### src/rtl/adc_capture_driver_pkg.sv
// Shared constants for the dual-channel ADC capture driver.
//   ADC_DATA_BITS  bits per channel sample (two's complement, MSB first)
//   ADC_FRAME_SCK  SCK periods per conversion frame
//   ADC_A_FIRST    first frame bit index carrying channel A
//   ADC_B_FIRST    first frame bit index carrying channel B
//   ST_*           FSM state encodings (2-bit)
package adc_capture_driver_pkg;

    localparam int ADC_DATA_BITS = 14;
    localparam int ADC_FRAME_SCK = 34;
    localparam int ADC_A_FIRST   = 2;
    localparam int ADC_B_FIRST   = 18;

    localparam logic [1:0] ST_IDLE  = 2'd0;
    localparam logic [1:0] ST_CONV  = 2'd1;
    localparam logic [1:0] ST_SHIFT = 2'd2;
    localparam logic [1:0] ST_DONE  = 2'd3;

endpackage

### src/rtl/adc_capture_driver_spi_sck_divider.sv
// SCK generator for the ADC frame.
//   clk        in   system clock
//   reset      in   synchronous, active-high
//   enable     in   divider runs while high; held at phase 0 otherwise
//   sck_gate   in   allows SCK to toggle (low keeps SCK low while counting)
//   sck        out  registered serial clock, low for first SCK_DIV/2 clocks
//   rise       out  high in the clock whose closing edge drives SCK 0->1
//   period_end out  high in the last clock of each SCK period
module spi_sck_divider #(
    parameter int SCK_DIV = 4
) (
    input  logic clk,
    input  logic reset,
    input  logic enable,
    input  logic sck_gate,
    output logic sck,
    output logic rise,
    output logic period_end
);

    localparam int            CW   = $clog2(SCK_DIV);
    localparam logic [CW-1:0] LAST = CW'(SCK_DIV - 1);
    localparam logic [CW-1:0] HALF = CW'(SCK_DIV / 2);

    logic [CW-1:0] cnt;
    logic [CW-1:0] cnt_nxt;

    assign cnt_nxt    = (cnt == LAST) ? '0 : cnt + CW'(1);
    assign rise       = enable && sck_gate && (cnt_nxt == HALF);
    assign period_end = enable && (cnt == LAST);

    // SCK is registered from the next phase so the pin never glitches.
    always_ff @(posedge clk) begin
        if (reset || !enable) begin
            cnt <= '0;
            sck <= 1'b0;
        end else begin
            cnt <= cnt_nxt;
            sck <= sck_gate && (cnt_nxt >= HALF);
        end
    end

endmodule

### src/rtl/adc_capture_driver.sv
// Read-side SPI driver for the dual 14-bit ADC. A start strobe pulses AD_CONV
// for one SCK period, then clocks FRAME_SCK SCK periods and shifts the two
// channel samples in from SPI_MISO.
//   CLK_50M     in   system clock
//   reset       in   synchronous, active-high
//   startEnable in   1-cycle start strobe, honoured only when idle
//   SPI_MISO    in   serial data from the ADC
//   SPI_SCK     out  serial clock, idles low
//   AD_CONV     out  conversion strobe
//   Va, Vb      out  signed channel samples, updated only at frame end
//   dataValid   out  1-cycle pulse when Va/Vb update
//   busy        out  high from accepted start through the final frame clock
module adc_capture_driver
    import adc_capture_driver_pkg::*;
#(
    parameter int SCK_DIV   = 4,
    parameter int DATA_BITS = ADC_DATA_BITS,
    parameter int FRAME_SCK = ADC_FRAME_SCK
) (
    input  logic                        CLK_50M,
    input  logic                        reset,
    input  logic                        startEnable,
    input  logic                        SPI_MISO,
    output logic                        SPI_SCK,
    output logic                        AD_CONV,
    output logic signed [DATA_BITS-1:0] Va,
    output logic signed [DATA_BITS-1:0] Vb,
    output logic                        dataValid,
    output logic                        busy
);

    localparam logic [5:0] A_LO      = 6'(ADC_A_FIRST);
    localparam logic [5:0] A_HI      = 6'(ADC_A_FIRST + DATA_BITS);
    localparam logic [5:0] B_LO      = 6'(ADC_B_FIRST);
    localparam logic [5:0] B_HI      = 6'(ADC_B_FIRST + DATA_BITS);
    localparam logic [5:0] FRAME_END = 6'(FRAME_SCK);

    logic [1:0]           state;
    logic [5:0]           bit_cnt;
    logic [DATA_BITS-1:0] sh_a;
    logic [DATA_BITS-1:0] sh_b;
    logic                 div_en;
    logic                 shift_phase;
    logic                 sck_rise;
    logic                 period_end;
    logic                 a_win;
    logic                 b_win;

    // CONV runs the divider for one period with SCK suppressed, so AD_CONV
    // lasts exactly SCK_DIV clocks and SHIFT starts on a period boundary.
    assign div_en      = (state == ST_CONV) || (state == ST_SHIFT);
    assign shift_phase = (state == ST_SHIFT);
    assign AD_CONV     = (state == ST_CONV);
    assign busy        = (state != ST_IDLE);

    assign a_win = (bit_cnt >= A_LO) && (bit_cnt < A_HI);
    assign b_win = (bit_cnt >= B_LO) && (bit_cnt < B_HI);

    spi_sck_divider #(.SCK_DIV(SCK_DIV)) u_sck (
        .clk       (CLK_50M),
        .reset     (reset),
        .enable    (div_en),
        .sck_gate  (shift_phase),
        .sck       (SPI_SCK),
        .rise      (sck_rise),
        .period_end(period_end)
    );

    always_ff @(posedge CLK_50M) begin
        if (reset) begin
            state     <= ST_IDLE;
            bit_cnt   <= '0;
            sh_a      <= '0;
            sh_b      <= '0;
            Va        <= '0;
            Vb        <= '0;
            dataValid <= 1'b0;
        end else begin
            dataValid <= 1'b0;
            case (state)
                ST_IDLE: begin
                    if (startEnable) state <= ST_CONV;
                end
                ST_CONV: begin
                    if (period_end) begin
                        state   <= ST_SHIFT;
                        bit_cnt <= '0;
                    end
                end
                ST_SHIFT: begin
                    // bit_cnt is the index of the bit being sampled at this rise
                    if (sck_rise) begin
                        bit_cnt <= bit_cnt + 6'd1;
                        if (a_win) sh_a <= {sh_a[DATA_BITS-2:0], SPI_MISO};
                        if (b_win) sh_b <= {sh_b[DATA_BITS-2:0], SPI_MISO};
                    end
                    // all rises seen and the last period has run out
                    if (period_end && (bit_cnt == FRAME_END)) state <= ST_DONE;
                end
                ST_DONE: begin
                    Va        <= sh_a;
                    Vb        <= sh_b;
                    dataValid <= 1'b1;
                    state     <= ST_IDLE;
                end
                default: state <= ST_IDLE;
            endcase
        end
    end

endmodule
### config.mk
export PLATFORM = sky130hd
export DESIGN_NAME = adc_capture_driver
export DESIGN_NICKNAME = d
export VERILOG_FILES = /design/src/rtl/adc_capture_driver_pkg.sv /design/src/rtl/adc_capture_driver_spi_sck_divider.sv /design/src/rtl/adc_capture_driver.sv
export SDC_FILE = /design/constraint.sdc
export NUM_CORES = 1
export LEC_CHECK = 0
export ABC_AREA = 0
export BUFFER_PORTS_ARGS = -buffer_cell sky130_fd_sc_hd__buf_2
export CORE_MARGIN = 1
export CORE_UTILIZATION = 35
export DETAILED_ROUTE_END_ITERATION = 12
export PLACE_DENSITY_LB_ADDON = 0.25
export SLEW_MARGIN = 20
export SYNTH_ARGS = -nofsm -noshare
export SYNTH_HDL_FRONTEND = slang
export SYNTH_SLANG_ARGS = --single-unit
export TNS_END_PERCENT = 20
### constraint.sdc
create_clock -name CLK_50M -period 4.8 [get_ports CLK_50M]
set_input_delay 1.44 -clock CLK_50M [delete_from_list [all_inputs] [get_ports CLK_50M]]
set_output_delay 1.44 -clock CLK_50M [all_outputs]
set_load 0.1 [all_outputs]
==> reports/results.ini <==
[die]
fp.coreArea_um2 = 7370
die_area_um2 = 8070
initial_core_util_pct = 36.7
num_rows = 31
dieWidth_um = 89.9
die_height_um = 89.9
io_pins = 36

[worst_setup_path]
criticalPathCategory = reg2out
crit_path_max_incr_delay_ns = 0.41
path_cells = inv_1 -> ha_1 -> inv_1 -> buf_2
end_kind = primary output
worst_setup_path_start_kind = flop
required_ns = 3.36
crit_arrival_ns = 1.53
cp_top_family = buffers and inverters
critPathMostFrequentCell = inv_1
cp_max_fo = 5
cpMaxStageDelayCell = dfxtp_1
crit_buf_inv = 3

[timing]
min_period_ns = 2.97
setup_viol = 0
max_freq_ghz = 0.337
drv_slew = 0
clock_skew_ns = 0.00878
worst_slew_pin_slew_ns = 0.939
period_share_pct = 61.8
maxSlewHeadroom_pct = 37.4
hold_viol = 0
fin_tns_setup_ns = 0
rsz0062_at_grt = no

[routing]
via_per_inst = 4.51
drt_wl_total_um = 4630
drt_iter0_drc = 89
first_pass_iters = 4
routedWlPerCell_um = 11.9
drc = 0
ant_nets = 0
vias = 1755

[min_path]
hold_path.class = reg2reg

[grt]
grt_pass1_wl_um = 7980
grt_pass1_vias = 1716
grt_overflow = 0
antenna_found_initial = 0
grt_usage_pct = 12.4
grt_max_degree = 63

[cells_and_area]
area_delta_synth_final_pct = 14.9
fillers = 725
insertedDiodeCount = 0
final_core_util_pct = 42.1
finalNetCount = 299
fin_cells = 389
layout-drive-gt1-share_pct = 19.7
fin_area_um2 = 3100

[clocking]
cts_setup_buffers = 0
clock_sinks = 68
cts_tree = built
clk_pin_slew_worst_paths_ns = 0.07
numCtsBuffers = 9
ctsResizeCount = 0
ctsLongestPathBuffers = 2
cts_root_buffer = clkbuf_8
cts-htree-levels = 3
clock_latency_ns = 0.34
holdBufCountCts = 0

[place]
place_inst = 373
place_hpwl_um = 2930
port_buffers = 35
gp_congestion = 0.731
place_area_um2 = 2910

[yosys]
syn-instance-count = 251
synth_common_cells = 68 x dfxtp_1, 63 x nor2_1, 58 x mux2i_1
async_flop_share_pct = 0
synth_area_per_cell_um2 = 10.8
synth.distinct_cells = 32
yosys.area.top_type = dfxtp_1
synth_top_area_share_pct = 50.4
yosysWarnings = 0
ys_seq_area_share_pct = 50.4
yosysMostFrequentCell = dfxtp_1
synth_area_um2 = 2700
synth_top_flop_cell = dfxtp_1
ys_ff_latch = 68
synth-edff-count = 0
synthTopCellsByArea = dfxtp_1 50%, mux2i_1 21%, nor2_1 8.8%, ha_1 4.6%, xnor2_1 1.3%
synth_fp_nets = 265

[power_and_ir_drop]
p_per_area_nw_per_um2 = 433
p_leak_uw = 0.00121
ir_drop_mv = 0.143

[flow_run]
drv_cap = 0

[status]
status = finished clean

-- metrics by stage --
step,hold WS [ns],worst slack (ns),power (uW)
after floorplan,0.434,2.12,854
after global placement,0.453,2.04,900
after detailed placement,0.478,2.02,903
after CTS,0.491,1.82,1360
after global routing,0.510,1.76,1400
final,0.489,1.83,1340
-- power by group --
part / switching (uW) / internal [uW] / total [uW]
combinational: 207 / 77.5 / 285
sequential: 19.9 / 583 / 602
clock: 217 / 240 / 457
total: 444 / 900 / 1340
-- cell usage in the layout, fill, tap and decap left out, types with 3 or more instances in the layout --
cell type and n:
clkbuf_8 9, nor2_1 63, buf_2 34, mux2i_1 58, dfxtp_1 68, nand2_1 3, inv_1 7, nor3_1 3
xnor2_1 4, ha_1 9
-- sequential cells by signal, summed over array words and instances (netlist names) --
| name | flops |
|---|---|
| u_sck.sck | 1 |
| state | 2 |
| bit_cnt | 6 |
| sh_a | 14 |
| dataValid | 1 |
| sh_b | 14 |
| Va | 14 |
| Vb | 14 |
| u_sck.cnt | 2 |
-- final cells by class --
cell class | count | area, um^2 | share of cell area (%)
clock inverters | 6 | 63.8 | 2.06
clock buffers | 10 | 128 | 4.11
well taps | 99 | 124 | 3.99
multi-input cells | 164 | 1220 | 39.4
flip-flops and latches | 68 | 1360 | 43.9
inverters | 7 | 26.3 | 0.847
repair buffers | 35 | 178 | 5.73
-- worst min-delay path, stage by stage, from the launching register on --
cell	delay [ns]
dfxtp_1	0.33
mux2i_1	0.06
nor2_1	0.07
-- logic make-up (layout without fill, tap and decap cells) --
group                    count (synthesis)  count (layout)  synth area share [%]
XOR/XNOR                                 4               4                  1.30
AO/OA/AOI/OAI                           10              10                  2.78
multiplexers                            58              58                  21.5
buffers and inverters                   19              58                  4.45
flip-flops                              68              68                  50.4
adder cells (fa/ha/maj)                 10              10                  4.63
AND/OR/NAND/NOR                         82              82                  15.0
-- final timing paths --
| check | start | end | slack, ns | cells past startpoint |
|---|---|---|---|---|
| max | state[1] | busy | 1.83 | 4 |
| min | Vb[0] | Vb[0] | 0.49 | 2 |
| max reg2reg | state[0] | sh_b[4] | 2.66 | 6 |
| min reg2reg | Vb[0] | Vb[0] | 0.49 | 2 |
-- metal layers --
layer | global-route usage (%) | up-vias | part of all wire (%)
li1 | - | 914 | -
met1 | 16.6 | 805 | 53
met2 | 18.1 | 29 | 41
met3 | 2.96 | 7 | 3.7
met4 | 7.66 | 0 | 1.6
met5 | 0 | - | 0
(Power assumes the default switching activity.)
